==> src/rtl/dispatch_queue.sv <==
// In-order dispatch queue between decode and the functional-unit reservation
// stations. Packets are buffered in a small flop FIFO and the head entry is
// offered to exactly one FU channel (BR > MEM > ALU priority). A stalled head
// blocks all younger entries, so dispatch stays in strict program order.

package dispatch_queue_pkg;

  // Decoded instruction as handed over by decode.
  typedef struct packed {
    logic [31:0] pc;
    logic [6:0]  opcode;
    logic        fu_br;
    logic        fu_mem;
    logic        fu_alu;
  } decode_data;

  // Routing class of the head entry.
  typedef enum logic [1:0] {
    FU_NONE = 2'd0,
    FU_ALU  = 2'd1,
    FU_MEM  = 2'd2,
    FU_BR   = 2'd3
  } fu_class_e;

endpackage

module dispatch_queue
  import dispatch_queue_pkg::*;
#(
  parameter int DEPTH = 4,
  parameter int CNT_W = 16
) (
  input  logic                   clk,
  input  logic                   reset_n,
  input  logic                   flush,
  input  logic                   valid_in,
  output logic                   ready_in,
  input  decode_data             data_in,
  output decode_data             data_out,
  output logic                   alu_valid,
  input  logic                   alu_ready,
  output logic                   mem_valid,
  input  logic                   mem_ready,
  output logic                   br_valid,
  input  logic                   br_ready,
  output logic [$clog2(DEPTH):0] count,
  output logic [CNT_W-1:0]       stall_cnt
);

  localparam int PTR_W = $clog2(DEPTH);
  localparam logic [PTR_W:0] FULL_CNT = (PTR_W + 1)'(DEPTH);

  decode_data       mem [DEPTH];
  logic [PTR_W-1:0] wr_ptr;
  logic [PTR_W-1:0] rd_ptr;

  decode_data head;
  fu_class_e  head_cls;
  logic       not_empty;
  logic       offer;
  logic       sel_ready;
  logic       enq;
  logic       deq;
  logic       stall_evt;

  assign not_empty = (count != '0);
  assign head      = mem[rd_ptr];

  // No full-bypass: a full queue refuses input even if the head leaves this cycle.
  assign ready_in  = (count < FULL_CNT) && !flush;
  assign enq       = valid_in && ready_in;

  // Classify the head entry; BR wins over MEM, MEM over ALU.
  always_comb begin
    // NOTE: every combinational output gets a default first so no path leaves it unassigned (no latch).
    head_cls = FU_NONE;
    if (head.fu_br)       head_cls = FU_BR;
    else if (head.fu_mem) head_cls = FU_MEM;
    else if (head.fu_alu) head_cls = FU_ALU;
  end

  // Drive the per-channel offers and the shared head data.
  always_comb begin
    offer     = not_empty && !flush && (head_cls != FU_NONE);
    alu_valid = offer && (head_cls == FU_ALU);
    mem_valid = offer && (head_cls == FU_MEM);
    br_valid  = offer && (head_cls == FU_BR);
    data_out  = not_empty ? head : '0;
  end

  // Pick the ready of the channel the head is routed to; other readies are ignored.
  always_comb begin
    sel_ready = 1'b0;
    unique case (head_cls)
      FU_ALU:  sel_ready = alu_ready;
      FU_MEM:  sel_ready = mem_ready;
      FU_BR:   sel_ready = br_ready;
      default: sel_ready = 1'b0;
    endcase
  end

  // A NONE-class head is dropped on the next edge without ever being offered.
  assign deq       = not_empty && !flush && ((head_cls == FU_NONE) || sel_ready);
  assign stall_evt = offer && !sel_ready;

  // Pointer and occupancy update; flush overrides any enqueue/dequeue.
  always_ff @(posedge clk or negedge reset_n) begin
    // NOTE: clocked state uses non-blocking assignments so every flop samples pre-edge values.
    if (!reset_n) begin
      wr_ptr <= '0;
      rd_ptr <= '0;
      count  <= '0;
    end else if (flush) begin
      wr_ptr <= '0;
      rd_ptr <= '0;
      count  <= '0;
    end else begin
      if (enq) wr_ptr <= wr_ptr + PTR_W'(1);
      if (deq) rd_ptr <= rd_ptr + PTR_W'(1);
      unique case ({enq, deq})
        2'b10:   count <= count + (PTR_W + 1)'(1);
        2'b01:   count <= count - (PTR_W + 1)'(1);
        default: count <= count;
      endcase
    end
  end

  // Entry storage written at the tail on each accepted packet.
  always_ff @(posedge clk) begin
    // NOTE: storage is deliberately not reset; count gates every read, so stale entries are never visible.
    if (enq) mem[wr_ptr] <= data_in;
  end

  // Saturating count of cycles the head was offered but refused; flush leaves it alone.
  always_ff @(posedge clk or negedge reset_n) begin
    if (!reset_n) begin
      stall_cnt <= '0;
    end else if (stall_evt && (stall_cnt != '1)) begin
      stall_cnt <= stall_cnt + CNT_W'(1);
    end
  end

endmodule

==> config.mk <==
export PLATFORM = sky130hd
export DESIGN_NAME = dispatch_queue
export DESIGN_NICKNAME = d
export VERILOG_FILES = /design/src/rtl/dispatch_queue.sv
export SDC_FILE = /design/constraint.sdc
export NUM_CORES = 1
export LEC_CHECK = 0
export BUFFER_PORTS_ARGS = -buffer_cell sky130_fd_sc_hd__buf_4
export CAP_MARGIN = 20
export CORE_MARGIN = 2
export CORE_UTILIZATION = 55
export CTS_CLUSTER_DIAMETER = 150
export DETAILED_ROUTE_END_ITERATION = 12
export PLACE_DENSITY = 0.82
export SETUP_SLACK_MARGIN = 0.4
export SLEW_MARGIN = 10
export SYNTH_ARGS = -nofsm -noshare
export SYNTH_HDL_FRONTEND = slang
export SYNTH_SLANG_ARGS = --single-unit
==> constraint.sdc <==
create_clock -name clk -period 4.9 [get_ports clk]
set_input_delay 1.47 -clock clk [delete_from_list [all_inputs] [get_ports clk]]
set_output_delay 1.47 -clock clk [all_outputs]
set_load 0.005 [all_outputs]
==> results of run 1 <==
cells in the mapped netlist (all sizes together):
cell / instances
nor3b: 1
nor3: 12
mux4: 41
nand4: 3
nand2: 11
nor4b: 1
xor2: 14
o2111ai: 1
a31oi: 1
mux2i: 4
ha: 5
a221o: 1
nand3: 5
fa: 1
or4: 1
buf: 9
a221oi: 1
clkbuf: 10
or2: 1
mux2: 6
xnor2: 2
or3: 2
nor2b: 46
nor4: 5
inv: 3
o311ai: 1
and2: 2
a211o: 1
dfrtp: 23
a21oi: 3
and3: 5
xnor3: 1
nor2: 16
a211oi: 3
edfxtp: 168
nand2b: 4
power by group:
group | leakage [nW] | switching, W | internal, W | total (W)
registers | 1.83 | 0.000123 | 0.00191 | 0.00203
clock network | 0.281 | 0.000622 | 0.000676 | 0.00130
logic | 1.29 | 0.000597 | 0.000678 | 0.00128
total | 3.40 | 0.00134 | 0.00326 | 0.00460
layout by cell type, fill, tap and decap left out, types with 2 or more instances in the layout:
cell       netlist  routed
mux2i_1          4       4
nor4_1           4       4
nand2_1         11      11
nand2b_1         4       4
clkinv_8         0       2
buf_4            0     121
mux4_2          41      41
a21oi_1          2       2
inv_8            0       4
dfrtp_1         23      21
nand4_1          3       3
a211oi_1         3       3
clkinv_4         0       5
nor3_1          12      11
inv_6            0       2
inv_1            3       3
nor2b_1         46      46
nor2_1          16      16
clkbuf_16        0      17
edfxtp_1       168     168
and3_2           0       4
xor2_1          14      14
nand3_1          5       5
mux2_2           6       6
ha_1             5       5
xnor2_1          2       2
or3_1            2       2
and2_1           2       2
metal layers:
layer  track usage [%]  wire (um)  share of wire (%)  vias to the layer above
li1                  -          -                  -                     1862
met1              26.2       5690                 40                     2074
met2              32.5       7210                 51                      138
met3              7.30       1200                8.5                       12
met4              6.54        138               0.97                        0
met5                 0          0                  0                        -
worst max-delay path: stages, from the launching register on:
cell     delay [ns]
dfrtp_4        0.77
mux4_2         0.66
or3_1          0.36
nor3_1         0.19
buf_4          0.15
per-stage QoR:
step                cell area (um2)  utilization, %  setup slack [ns]
global route                   9390            67.9             0.644
detailed placement             8820            63.8              1.08
global placement               8820            63.8              1.14
floorplan                      7760               -              1.22
CTS                            9390            67.9             0.779
finish                         9390            67.9             0.857
worst min path at each step:
stage                         end  depth (start not counted)
detailed placement  stall_cnt[11]                          1
finish              stall_cnt[11]                          1
floorplan           stall_cnt[11]                          1
CTS                 stall_cnt[11]                          1
global placement    stall_cnt[11]                          1
global route        stall_cnt[11]                          1
registers in the layout, indices dropped and copies added, names as in the netlist:
signal / flops
stall_cnt: 16
count: 3
wr_ptr: 2
mem: 168
rd_ptr: 2
area by class of cell:
| type | count | area, um2 | share of cell area (%) |
|---|---|---|---|
| clock buffer | 17 | 425 | 4.53 |
| clock inverter | 15 | 151 | 1.61 |
| inverter | 3 | 11.3 | 0.120 |
| multi-input combinational | 201 | 2050 | 21.8 |
| sequential | 191 | 5630 | 59.9 |
| tap | 180 | 225 | 2.40 |
| timing repair buffer | 121 | 908 | 9.67 |
logic make-up after synthesis:
kind of cell / count (synthesis) / share of synthesized area (%)
DFF: 191 / 72.4
and+or+nand+nor: 115 / 8.38
muxes: 51 / 13.3
buffers and inverters: 22 / 1.37
xor gates and xnor gates: 17 / 2.10
AOI/OAI and AO/OA: 12 / 1.42
adders and majority gates: 6 / 1.06
==> results.json, run 1 <==
{
  "gp_congestion": 0.855,
  "start_kind": "flip-flop",
  "drt_first_pass_iters": 4,
  "synth-seq-cells": 191,
  "overflow": 0,
  "p_per_area_nw_per_um2": 490,
  "clkTransAtPathRegs_ns": 0.07,
  "synthCells": 414,
  "synth_warnings": 0,
  "clockRootBuffer": "clkbuf_16",
  "syn_area_per_cell_um2": 18.8,
  "core-area_um2": 13800,
  "hp-class": "flip-flop to flip-flop",
  "cts_setup_buffers": 0,
  "vias": 4086,
  "grt_pass1_vias": 4126,
  "postCtsHoldBufs": 0,
  "clock_skew_ns": 0.00988,
  "peakVddDrop_mv": 0.302,
  "wirelength_um": 14200,
  "yosysSeqAreaShare_pct": 72.4,
  "rsz0062_at_grt": "false",
  "criticalPathCategory": "flip-flop to output pin",
  "io_pins": 114,
  "cts.repair.resized": 0,
  "synthTopCellsByArea": "edfxtp_1, mux4_2, dfrtp_1",
  "fin_crit_sh_pct": 82.5,
  "status": "complete, no violations",
  "startpoint": "rd_ptr[0]",
  "cts_tree": "built",
  "via_per_inst": 5.61,
  "critPathMaxFanout": 31,
  "cts-buffers-inserted": 17,
  "power_w": 0.00460,
  "synth_fp_nets": 469,
  "crit_path_end": "alu_valid",
  "area_growth_pct": 21.0,
  "p_leak_nw": 3.40,
  "filler_cell_count": 875,
  "fin_crit_ns": 4.04,
  "cp-end-kind": "output pin",
  "die-area_um2": 15100,
  "clock_latency_ns": 0.43,
  "die_w_um": 123,
  "ant_nets": 0,
  "finalHoldViolations": 0,
  "r2r_slack_ns": 1.63,
  "whs_ns": 0.510,
  "arrival_ns": 2.57,
  "grt_max_degree": 32,
  "holdCritStartpoint": "stall_cnt[11]",
  "antenna_found_initial": 0,
  "synth.distinct_cells": 39,
  "drive_gt1_share_pct": 38.5,
  "synth_top_cell_area_share_pct": 65.0,
  "wl_per_cell_um": 19.6,
  "nets": 590,
  "antenna_cells": 0,
  "reg2regPathDepth": 9,
  "rows": 43,
  "h-tree-depth": 4,
  "maxCapViolations": 0,
  "port_buffers": 113,
  "tightest_slew_ns": 0.891,
  "synth_top_area_cell": "edfxtp_1",
  "post-dp-hpwl_um": 9040,
  "setup-tns-final_ns": 0,
  "clock.fmax_mhz": 247,
  "start_util_pct": 56.1,
  "fin_cells": 728,
  "drtIter0Drc": 350,
  "report.final.slew_viol_count": 0,
  "r2r_end": "count[1]",
  "grt_pass1_wl_um": 22300,
  "syn_area_um2": 7760,
  "drc": 0,
  "grt_use_total_pct": 20.3,
  "setup_violations": 0,
  "chipHeight_um": 123,
  "cts_sinks": 191,
  "dpl.cell_count": 696,
  "ctsLongestPathBuffers": 2,
  "r2r_start": "rd_ptr[0]",
  "worst_ep_required_time_ns": 3.43,
  "maxSlewHeadroom_pct": 40.4
}
Note: power is estimated with default switching activity, not from simulation.
==> inputs of run 2 (changes only) <==
Settings changed: ABC_AREA from default to 1, CORE_UTILIZATION 55 to 51, PLACE_DENSITY 0.82 to 0.8.
Clock period 4.9 ns to 3.5 ns, I/O delays scaled along.
==> run 2 against run 1 <==
Against the previous run: non-clock buffer count rose by 3; highest routed layer unchanged; sequential share of layout area fell by 2.0 points; final area rose by 3.5%; register-to-register slack got worse by 0.67 ns; area after synthesis rose by 2.9%; clock power rose by 48%; clock-buffer cell count did not move; total power rose by 62%; sequential power rose by 39%; routed wire length rose by 19%; first-iteration DRC count rose by 30%; clock skew barely moved.
==> results.json, run 2 <==
{
  "clock_skew_ns": 0.0101,
  "chipHeight_um": 129,
  "worst_ep_required_time_ns": 2.45,
  "clockRootBuffer": "clkbuf_16",
  "postCtsHoldBufs": 0,
  "reg2regPathDepth": 15,
  "syn_area_per_cell_um2": 11.6,
  "final_common_cell": "nor2_1",
  "yosysMostFrequentCell": "nor2_1",
  "cts_tree": "built",
  "antenna_cells": 0,
  "synthCells": 686,
  "synthTopCellsByArea": "edfxtp_1, nor2_1, dfrtp_1",
  "criticalPathCategory": "flip-flop to output pin",
  "drive_gt1_share_pct": 24.0,
  "fin_crit_sh_pct": 84.5,
  "fin_crit_ns": 2.96,
  "cts-buffers-inserted": 17,
  "clkTransAtPathRegs_ns": 0.07,
  "synth_top_area_cell": "edfxtp_1",
  "ctsLongestPathBuffers": 2,
  "post-dp-hpwl_um": 9790,
  "synth_warnings": 0,
  "setup-tns-final_ns": 0,
  "hp-class": "input port to async pin",
  "maxCapViolations": 0,
  "gp_congestion": 0.833,
  "via_per_inst": 5.25,
  "r2r_slack_ns": 0.96,
  "drt_first_pass_iters": 5,
  "syn_area_um2": 7990,
  "cts_setup_buffers": 0,
  "drtIter0Drc": 454,
  "h-tree-depth": 4,
  "nets": 851,
  "port_buffers": 113,
  "status": "complete, no violations",
  "yosysSeqAreaShare_pct": 70.4,
  "grt_max_degree": 87,
  "cp-end-kind": "output pin",
  "synth-seq-cells": 191,
  "largest_reg_flops": 168,
  "critPathMaxFanout": 45,
  "synth_edf_count": 168,
  "vias": 5354,
  "start_kind": "flip-flop",
  "cts_sinks": 191,
  "die_w_um": 129,
  "ant_nets": 0,
  "peakVddDrop_mv": 0.455,
  "maxSlewHeadroom_pct": 65.6,
  "antenna_found_initial": 0,
  "arrival_ns": 1.91,
  "area_growth_pct": 21.7,
  "synth.distinct_cells": 31,
  "synth_common_cells": "nor2_1, edfxtp_1, o21ai_0, nand2_1, a21oi_1",
  "rows": 45,
  "p_leak_nw": 3.71,
  "wl_per_cell_um": 16.6,
  "die-area_um2": 16700,
  "drc": 0,
  "fin_area_um2": 9720,
  "clock.fmax_mhz": 338,
  "setup_violations": 0,
  "fin_cells": 1020,
  "grt_pass1_wl_um": 25900,
  "tightest_slew_ns": 0.515,
  "synth_top_cell_area_share_pct": 63.1,
  "finalWorstSetupSlack_ns": 0.544,
  "rsz0062_at_grt": "true",
  "slowest_stage": "dfrtp_2",
  "ys.flop_type": "edfxtp_1",
  "finalHoldViolations": 0,
  "io_pins": 114,
  "r2r_start": "rd_ptr[0]",
  "dpl.cell_count": 988,
  "r2r_end": "count[2]",
  "overflow": 0,
  "top_register": "mem",
  "path_cells": "clkbuf_8 -> nand3_1 -> nand2_2 -> nand2_2 -> nor3_1 -> buf_4",
  "clock_latency_ns": 0.44,
  "async_flop_share_pct": 12.0,
  "cp_slowest_stage_delay_ns": 0.39,
  "place_area_um2": 9090,
  "critPathMostFrequentCell": "nand2_2",
  "top_regs": "mem (168), stall_cnt (16), count (3)",
  "grt_use_total_pct": 20.8,
  "dp_slack_ns": 0.553,
  "wirelength_um": 17000,
  "grt_pass1_vias": 5258,
  "start_util_pct": 52.4,
  "core-area_um2": 15300,
  "synth_fp_nets": 741,
  "p_per_area_nw_per_um2": 768,
  "report.final.slew_viol_count": 0,
  "final_cell_mix": "nor2_1, edfxtp_1, buf_4"
}
## run 2: cell count changes in the layout (fill, tap and decap cells not counted), sizes merged, moves of 5 or more
cell | before | now
mux2 | 6 | 0
o21ai | 0 | 87
mux4 | 41 | 0
nand2 | 11 | 66
inv | 9 | 39
nor2 | 16 | 178
nand3 | 5 | 25
a21oi | 3 | 40
nor2b | 46 | 0
and3 | 5 | 0
## run 2: where the power goes
group          leakage, nW  switching, W  internal (W)
sequential            1.81      0.000125       0.00269
combinational         1.61       0.00163       0.00110
clock                0.289      0.000902       0.00102
total                 3.71       0.00265       0.00481
## run 2: kinds of logic (layout without fill, tap and decap cells)
family	after synthesis	in the layout	share of synthesized area (%)
xor gates and xnor gates	14	14	1.72
AOI/OAI and AO/OA	128	128	8.10
adders and majority gates	6	6	1.03
buffers and inverters	65	188	3.71
DFF	191	191	70.4
and+or+nand+nor	282	282	15.1
## run 2: worst max path at each step
| stage | cells after the start | start | end |
|---|---|---|---|
| floorplan | 3 | flush | mem[0][0] |
| global placement | 5 | flush | alu_valid |
| detailed placement | 5 | flush | alu_valid |
| CTS | 6 | rd_ptr[1] | data_out[28] |
| global route | 6 | rd_ptr[1] | alu_valid |
| finish | 6 | rd_ptr[1] | alu_valid |
## run 2: what timing repair did
action	4_1_cts	5_1_grt
cloned	0	0
endpoints found under the setup margin	12	29
resized for setup	1	10
## run 2: metal layers
layer,up-vias,global-route usage [%],wire length (um)
li1,2589,-,-
met3,24,7.93,1230
met1,2570,23.8,6850
met4,0,8.50,266
met5,-,0,0
met2,171,35.1,8630
## run 2: through the flow
| step | utilization (%) | power, W | hold slack, ns |
|---|---|---|---|
| 4_1_cts | 63.5 | 0.00749 | 0.491 |
| 5_1_grt | 63.7 | 0.00791 | 0.501 |
| 6_report | 63.7 | 0.00747 | 0.496 |
| 3_5_place_dp | 59.6 | 0.00556 | 0.512 |
| 3_3_place_gp | 59.6 | 0.00551 | 0.515 |
| 2_1_floorplan | - | 0.00439 | 0.502 |
## run 2: final cells by class
cell class	instances	area [um2]
inverters	32	133
flip-flops and latches	191	5620
clock inverters	15	174
fillers	1144	5540
well taps	211	264
clock buffers	17	425
repair buffers	124	995
multi-input cells	430	2110
## run 2: critical path, delay by kind of cell, from the launching register on
family	cells	cell delay (ns)
simple gates	4	0.56
buf+inv	2	0.52
flops	1	0.39
==> inputs of run 3 (changes only) <==
Clock period 3.5 ns to 2.55 ns, I/O delays scaled along.
==> run 3 against run 2 <==
Against the previous run: the flow now finishes with violations (setup timing); final area up 16%; first-iteration DRC count shrank 6.6%; non-clock buffer count increased by 64; clock skew is 0.0019 ns lower; die area unchanged; sequential power rose by 39%; register-to-register slack got worse by 1.1 ns; critical path depth rose by 12; hold slack got worse by 0.28 ns; clock-buffer cell count stayed put; critical path type is now flip-flop to flip-flop; largest cell class unchanged; largest power group is now combinational logic.
==> results.json, run 3 (synthesized netlist as in run 2, its figures left out) <==
{
  "status": "finished with violations",
  "violations": "setup timing",
  "path_cells": "buf_12 -> buf_16 -> nand2_4 -> nand3_4 -> buf_4 -> buf_6 -> buf_4 -> buf_4 -> buf_6 -> nand3_2 -> nand2_2 -> inv_2 -> nand3_4 -> nand3_4 -> inv_2 -> fa_2 -> nand2_1 -> nand2_1",
  "p_per_area_nw_per_um2": 1130,
  "drtIter0Drc": 424,
  "worst_ep_required_time_ns": 2.91,
  "grt_max_degree": 41,
  "critPathMaxFanout": 5,
  "largest_reg_flops": 168,
  "cts_sinks": 191,
  "top_register": "mem",
  "clock.fmax_mhz": 374,
  "post-dp-hpwl_um": 10200,
  "path_buf_inv": 9,
  "die-area_um2": 16700,
  "antenna_found_initial": 1,
  "overflow": 0,
  "arrival_ns": 3.04,
  "wl_per_cell_um": 19.3,
  "fin_crit_ns": 2.67,
  "finalWorstSetupSlack_ns": -0.125,
  "cts-buffers-inserted": 17,
  "wirelength_um": 21000,
  "via_per_inst": 5.52,
  "ant_nets": 0,
  "filler_cell_count": 918,
  "rows": 45,
  "p_sw_w": 0.00462,
  "top_regs": "mem (168), stall_cnt (16), count (3)",
  "peakVddDrop_mv": 0.725,
  "grt_pass1_wl_um": 30600,
  "hp-class": "input port to async pin",
  "seqPwrFrac_pct": 30.6,
  "tightest_slew_ns": 0.576,
  "power_w": 0.0128,
  "cellInternalPower_w": 0.00813,
  "fin_crit_sh_pct": 105,
  "cp_slowest_stage_delay_ns": 0.53,
  "drive_gt1_share_pct": 41.0,
  "setup_violations": 41,
  "io_pins": 114,
  "p_leak_nw": 4.29,
  "chipHeight_um": 129,
  "clockPowerShare_pct": 20.3,
  "clockRootBuffer": "clkbuf_16",
  "clock_skew_ns": 0.00820,
  "vias": 6009,
  "rsz0062_at_grt": "true",
  "area_growth_pct": 41.0,
  "dp_slack_ns": 0.153,
  "drc": 0,
  "postCtsHoldBufs": 0,
  "power.share.combinational_pct": 49.0,
  "grt_pass1_vias": 5826,
  "start_util_pct": 52.4,
  "cts_tree": "built",
  "clkTransAtPathRegs_ns": 0.07,
  "finalHoldViolations": 0,
  "start_kind": "flip-flop",
  "crit_family": "buffers and inverters",
  "cp-end-kind": "flip-flop",
  "gp_congestion": 0.865,
  "maxSlewHeadroom_pct": 61.3,
  "slowest_stage": "fa_2",
  "nets": 921,
  "port_buffers": 113,
  "clock_latency_ns": 0.42,
  "final_cell_mix": "edfxtp_1, buf_4, nor2_1",
  "drt_first_pass_iters": 4,
  "criticalPathCategory": "flip-flop to flip-flop",
  "ctsLongestPathBuffers": 2,
  "report.final.slew_viol_count": 0,
  "p_sw_share_pct": 36.2,
  "maxCapViolations": 0,
  "final_common_cell": "edfxtp_1",
  "h-tree-depth": 4,
  "die_w_um": 129,
  "antenna_cells": 0,
  "r2r_slack_ns": -0.12,
  "core-area_um2": 15300,
  "grt_use_total_pct": 24.8
}
run 3: cell count changes in the layout (fill, tap and decap cells not counted), moves of 11 or more:
cell	delta
nor2_1	-63
nand2_1	-12
buf_12	+11
nor2_2	+25
o21ai_1	+57
nor2_4	+38
o21ai_0	-60
buf_6	+12
buf_4	+27
run 3: layout make-up:
cell class,count,area [um2],area share (%)
flip-flops and latches,191,5630,49.9
repair buffers,188,1920,17.0
clock buffers,17,425,3.78
clock inverters,14,154,1.37
inverters,32,150,1.33
well taps,211,264,2.34
repair inverters,6,62.6,0.555
multi-input cells,430,2670,23.7
run 3: timing repair:
item                                   CTS  global route
resized for setup                      173            83
setup endpoints to repair               51            66
endpoints found under the hold margin    0             0
pin swaps                               78            55
cloned                                  16             1
setup buffers                           35             9
run 3: power groups by stage:
stage	registers [W]	clock network, W	logic [W]
after floorplan	0.00388	0	0.00216
after global placement	0.00391	0	0.00382
after detailed placement	0.00392	0	0.00387
after CTS	0.00388	0.00261	0.00564
after global routing	0.00393	0.00276	0.00665
final	0.00391	0.00259	0.00625
run 3: per-layer routing:
layer / vias to the layer above / GRT usage, % / share of wire [%]
li1: 2734 / - / -
met1: 2916 / 31.5 / 37
met2: 316 / 41.7 / 51
met3: 43 / 6.23 / 9.5
met4: 0 / 8.89 / 2.0
met5: - / 0 / 0
run 3: path summary, 6_finish.rpt:
| path | endpoint | cells after the start | from |
|---|---|---|---|
| max in group asynchronous | rd_ptr[0] | 1 | reset_n |
| worst max register to register | count[1] | 18 | rd_ptr[0] |
| min in group clk | stall_cnt[5] | 1 | stall_cnt[5] |
| worst min-delay path | stall_cnt[12] | 1 | reset_n |
| worst max-delay path | count[1] | 18 | rd_ptr[0] |
| worst min register to register | stall_cnt[5] | 1 | stall_cnt[5] |
run 3: stage by stage:
step           instance area (um2)  util (%)  std cells  setup TNS, ns  hold slack, ns
4_1_cts                      10900      71.5       1079          -1.48           0.222
3_3_place_gp                  9220      60.4        997              0           0.510
2_1_floorplan                 8030         -        686              0           0.469
5_1_grt                      11300      73.8       1089          -5.76           0.229
6_report                     11300      73.8       1089          -2.11           0.216
3_5_place_dp                  9220      60.4        997              0           0.510
